--- src/rtl/ora_pkg.sv ---
// Shared types and default constants for the MISR output response analyser.
// Imported by the top level and available to reference models.
package ora_pkg;

    typedef enum logic [1:0] {
        IDLE,
        RUN,
        DONE
    } state_t;

    localparam logic [31:0] ORA_TAP_MASK    = 32'h8260_8EDB;
    localparam logic [31:0] ORA_SEED        = 32'h0000_0000;
    localparam int          ORA_NUM_SAMPLES = 62;
    localparam int          ORA_CNT_W       = 16;

endpackage

--- src/rtl/misr_fold.sv ---
// Combinational serial fold of one DATA_W-bit word into a SIG_W-bit MISR state.
// Data bits enter LSB first; each bit shifts the signature right by one.
module misr_fold #(
    parameter int               DATA_W   = 128,
    parameter int               SIG_W    = 32,
    parameter logic [SIG_W-1:0] TAP_MASK = SIG_W'(32'h8260_8EDB)
) (
    input  logic [SIG_W-1:0]  sig_in,
    input  logic [DATA_W-1:0] data_in,
    output logic [SIG_W-1:0]  sig_next
);

    logic [SIG_W-1:0] s;

    always_comb begin
        s = sig_in;
        for (int i = 0; i < DATA_W; i++) begin
            s = {data_in[i] ^ (^(s & TAP_MASK)), s[SIG_W-1:1]};
        end
        sig_next = s;
    end

endmodule

--- src/rtl/ora_misr_multi.sv ---
// MISR output response analyser: folds a windowed response stream into a
// signature, compares it against a golden value, reports via done/pass.
module ora_misr_multi
    import ora_pkg::*;
#(
    parameter int               DATA_W      = 128,
    parameter int               SIG_W       = 32,
    parameter logic [SIG_W-1:0] TAP_MASK    = SIG_W'(ORA_TAP_MASK),
    parameter logic [SIG_W-1:0] SEED        = SIG_W'(ORA_SEED),
    parameter int               NUM_SAMPLES = ORA_NUM_SAMPLES,
    parameter bit               SKIP_REPEAT = 1'b1
) (
    input  logic              clk,
    input  logic              rst,
    input  logic              start,
    input  logic              in_valid,
    output logic              in_ready,
    input  logic [DATA_W-1:0] in_data,
    input  logic [SIG_W-1:0]  golden,
    output logic [SIG_W-1:0]  sig_out,
    output logic              done,
    output logic              pass
);

    localparam int             CNT_W    = ORA_CNT_W;
    localparam logic [CNT_W-1:0] CNT_LAST = CNT_W'(NUM_SAMPLES - 1);

    state_t            state;
    state_t            state_next;
    logic [CNT_W-1:0]  count;
    logic [DATA_W-1:0] last_word;
    logic              hist_vld;
    logic [SIG_W-1:0]  sig_fold;
    logic [SIG_W-1:0]  sig_acc;
    logic              accept;
    logic              is_repeat;
    logic              last_accept;

    misr_fold #(
        .DATA_W  (DATA_W),
        .SIG_W   (SIG_W),
        .TAP_MASK(TAP_MASK)
    ) u_fold (
        .sig_in  (sig_out),
        .data_in (in_data),
        .sig_next(sig_fold)
    );

    assign in_ready    = (state == RUN);
    assign done        = (state == DONE);
    // start takes priority: a word presented alongside it is dropped
    assign accept      = in_ready && in_valid && !start;
    assign is_repeat   = SKIP_REPEAT && hist_vld && (in_data == last_word);
    assign sig_acc     = is_repeat ? sig_out : sig_fold;
    assign last_accept = accept && (count == CNT_LAST);

    always_ff @(posedge clk or posedge rst) begin
        if (rst) begin
            state <= IDLE;
        end else begin
            state <= state_next;
        end
    end

    always_comb begin
        state_next = state;
        case (state)
            IDLE:    if (start) state_next = RUN;
            RUN: begin
                if (start)            state_next = RUN;
                else if (last_accept) state_next = DONE;
            end
            DONE:    if (start) state_next = RUN;
            default: state_next = IDLE;
        endcase
    end

    always_ff @(posedge clk or posedge rst) begin
        if (rst) begin
            sig_out  <= SEED;
            count    <= '0;
            hist_vld <= 1'b0;
            pass     <= 1'b0;
        end else if (start) begin
            sig_out  <= SEED;
            count    <= '0;
            hist_vld <= 1'b0;
            pass     <= 1'b0;
        end else if (accept) begin
            sig_out  <= sig_acc;
            count    <= count + 1'b1;
            hist_vld <= 1'b1;
            if (last_accept) begin
                pass <= (sig_acc == golden);
            end
        end
    end

    // History word only matters when hist_vld is set, so it needs no reset
    always_ff @(posedge clk) begin
        if (accept) begin
            last_word <= in_data;
        end
    end

endmodule

--- config.mk ---
export PLATFORM = sky130hd
export DESIGN_NAME = ora_misr_multi
export DESIGN_NICKNAME = d
export VERILOG_FILES = /design/src/rtl/ora_pkg.sv /design/src/rtl/misr_fold.sv /design/src/rtl/ora_misr_multi.sv
export SDC_FILE = /design/constraint.sdc
export NUM_CORES = 1
export LEC_CHECK = 0
export CAP_MARGIN = 20
export CORE_MARGIN = 2
export CORE_UTILIZATION = 55
export CTS_CLUSTER_SIZE = 12
export DETAILED_ROUTE_END_ITERATION = 8
export GPL_TIMING_DRIVEN = 1
export HOLD_SLACK_MARGIN = 0.03
export PLACE_DENSITY = 0.88
export SYNTH_ARGS = -nofsm -noshare
export SYNTH_HDL_FRONTEND = slang
export SYNTH_SLANG_ARGS = --single-unit
export TNS_END_PERCENT = 100
--- constraint.sdc ---
create_clock -name clk -period 17.41 [get_ports clk]
set_input_delay 3.482 -clock clk [delete_from_list [all_inputs] [get_ports clk]]
set_output_delay 3.482 -clock clk [all_outputs]
set_load 0.02 [all_outputs]
==> results.yml, run 1 <==
status:
  run_status: "complete, no violations"
synthesis:
  ys_seq_area_frac: 0.2041
  async_flop_share: 0.2889
  synth_cells: 1847
  synth.cell_area_um2: 25200
  yosys.area.top_type: "xnor3_1"
  yosysTopAreaCellShare: 0.3110
  synth-edff-count: 128
  yosysWarnings: 0
  synth_seq_cells: 180
  synthTopCellsByCount: "xnor2_1, xnor3_1, xor2_1, edfxtp_1, nor2_1"
  synth_most_common_cell: "xnor2_1"
  ys_types: 56
  syn_nets: 2013
  synth_flop_cell: "edfxtp_1"
  synth.avg_cell_area_um2: 13.65
  synthTopCellsByArea: "xnor3_1, xnor2_1, edfxtp_1"
worst_setup_path:
  setup.worst_path.class: "input port to flip-flop"
  arrival_ns: 17.45
  r2r_slack_ns: 3.01
  slowest_delay_ns: 0.67
  r2r_end: "pass"
  reg2reg_depth: 34
  crit_path_start_kind: "input port"
  crit_path_end_kind: "flip-flop"
  cp_common_cell: "xnor3_1"
  worstReg2RegStart: "sig_out[28]"
  required_ns: 17.79
  critPathSlowestCell: "xnor3_1"
  crit_fanout: 8
die:
  die_h_um: 218.1
  start_util: 0.5566
  core_area_um2: 45280
  die_area_um2: 47550
  num_rows: 78
  die_x_um: 218.1
  io-pin-count: 199
route:
  wire_per_inst_um: 28.82
  vias: 16210
  ant_nets: 0
  drtIter0Drc: 1960
  routed_wl_um: 79610
  drt-vias-per-instance: 5.868
  first_pass_iters: 5
  drc: 0
cells_and_area:
  n_fill_cell: 3390
  postLayoutCellArea_um2: 29300
  utilization: 0.6471
  drive_above_1_share: 0.1180
  nets: 2314
  syn_to_final_growth_pct: 16.27
clock_tree:
  path_clk_slew_ns: 0.07
  holdBufCountCts: 0
  cts-root-buf: "clkbuf_16"
  cts_buffers: 17
  cts_tree: "done"
  cts_setup_buffers: 0
  cts.sinks: 180
  cts_buffer_depth: 2
  cts_max_level: 4
  clk_latency_ns: 0.46
sta:
  fin_crit_ns: 17.06
  max_freq_mhz: 58.60
  fin_worst_skew_ns: 0.02043
  setup-violations-final: 0
  timing.max_slew.rel_slack: 0.2554
  slew_violations: 0
  period_share: 0.9802
  hold_ws_ns: 0.4938
  hold_viol: 0
  worstMarginPinSlew_ns: 1.117
global_route:
  grt_pass1_vias: 16440
  grt_usage: 0.3368
  gr-total-overflow: 0
  antenna_found_initial: 1
  grt_first_pass_wirelength_um: 113500
  grt_max_degree: 78
place:
  hpwl_um: 65760
  portBuffers: 198
  place_congestion: 1.005
  placed_cell_area_um2: 28680
job:
  maxCapViolCount: 0
min_path:
  hold_class: "flip-flop to flip-flop"
  holdCritStartpoint: "state[1]"
  min_to: "state[0]"
  min_delay_path_depth: 1
-- worst max-delay path, delay by kind of cell --
family | cells | cell delay (ns)
AOI/OAI and AO/OA | 1 | 0.13
muxes | 1 | 0.17
xor gates and xnor gates | 29 | 12.29
buffers and inverters | 2 | 0.86
and+or+nand+nor | 1 | 0.53
-- cells by family after synthesis --
family	Yosys count	share of synthesized area
compound gates	88	0.02447
xor+xnor	1265	0.7034
fa+ha+maj	2	0.0009927
buf+inv	107	0.01832
flops	180	0.2041
mux	40	0.01638
simple gates	165	0.03227
-- cell usage in the layout, fill, tap and decap left out, types with 9 or more instances in the layout --
master and instances:
xnor2_1 541, xnor3_1 348, xor2_1 232, clkdlybuf4s50_1 197, buf_4 129, edfxtp_1 128
nor2_1 70, inv_1 60, xor3_1 53, dfrtp_1 52, mux2i_1 39, xnor2_2 32
xnor3_2 28, nor4_1 23, nand4_1 21, clkbuf_16 17, nand2_1 16, a21oi_1 16
o2bb2ai_1 15, o22ai_1 15, xor2_2 13, a221oi_1 12, nand3_1 11, o21ai_0 9
-- sequential cells by signal, summed over array words and instances (netlist names) --
name and flops:
pass 1, hist_vld 1, state 2, last_word 128, count 16, sig_out 32
-- through the flow --
step | setup TNS, ns | std cells | setup WS (ns)
6_report | 0 | 2762 | 0.3455
5_1_grt | -0.004171 | 2761 | -0.004171
4_1_cts | 0 | 2760 | 0.3318
3_5_place_dp | -0.09515 | 2728 | -0.09515
3_3_place_gp | 0 | 2728 | 0.08195
2_1_floorplan | 0 | 1847 | 1.341
-- routing by layer --
metal  GRT usage  part of all wire
met1      0.4707              0.40
met2      0.5542              0.48
met3     0.04296             0.087
met4     0.09660             0.031
met5           0                 0
-- worst max-delay path by stage --
| stage | start | to | cells after the start |
|---|---|---|---|
| floorplan | in_data[2] | pass | 33 |
| global placement | in_data[1] | pass | 35 |
| detailed placement | in_data[1] | pass | 35 |
| CTS | in_data[1] | pass | 35 |
| global route | in_data[1] | pass | 34 |
| finish | in_data[1] | pass | 34 |
-- repair_timing --
action / 4_1_cts / 5_1_grt
endpoints found under the hold margin: 0 / 0
resized for setup: 0 / 2
endpoints found under the setup margin: 0 / 1
-- layout make-up --
| type | count | area, µm² | area share |
|---|---|---|---|
| clock inverter | 13 | 158.9 | 0.005422 |
| clock buffer | 19 | 432.9 | 0.01477 |
| sequential | 180 | 5145 | 0.1756 |
| tap | 600 | 750.7 | 0.02562 |
| timing repair buffer | 328 | 2965 | 0.1012 |
| antenna | 1 | 2.502 | 0.00008539 |
| inverter | 61 | 229.0 | 0.007814 |
| multi-input combinational | 1560 | 19620 | 0.6695 |
Power of run 1 is left out: the tool's default activity adds up to more than one toggle a clock period on the data nets, which glitch-free logic cannot reach.
==> run 2: changes to the inputs <==
--- a/constraint.sdc
+++ b/constraint.sdc
@@ -3,2 +3,2 @@
 set_output_delay 3.482 -clock clk [all_outputs]
-set_load 0.02 [all_outputs]
+set_load 0.05 [all_outputs]
==> results of run 2 <==
The final DEF is identical to that of run 1; final timing and power are the same.
Power of run 2 is left out for the same reason.
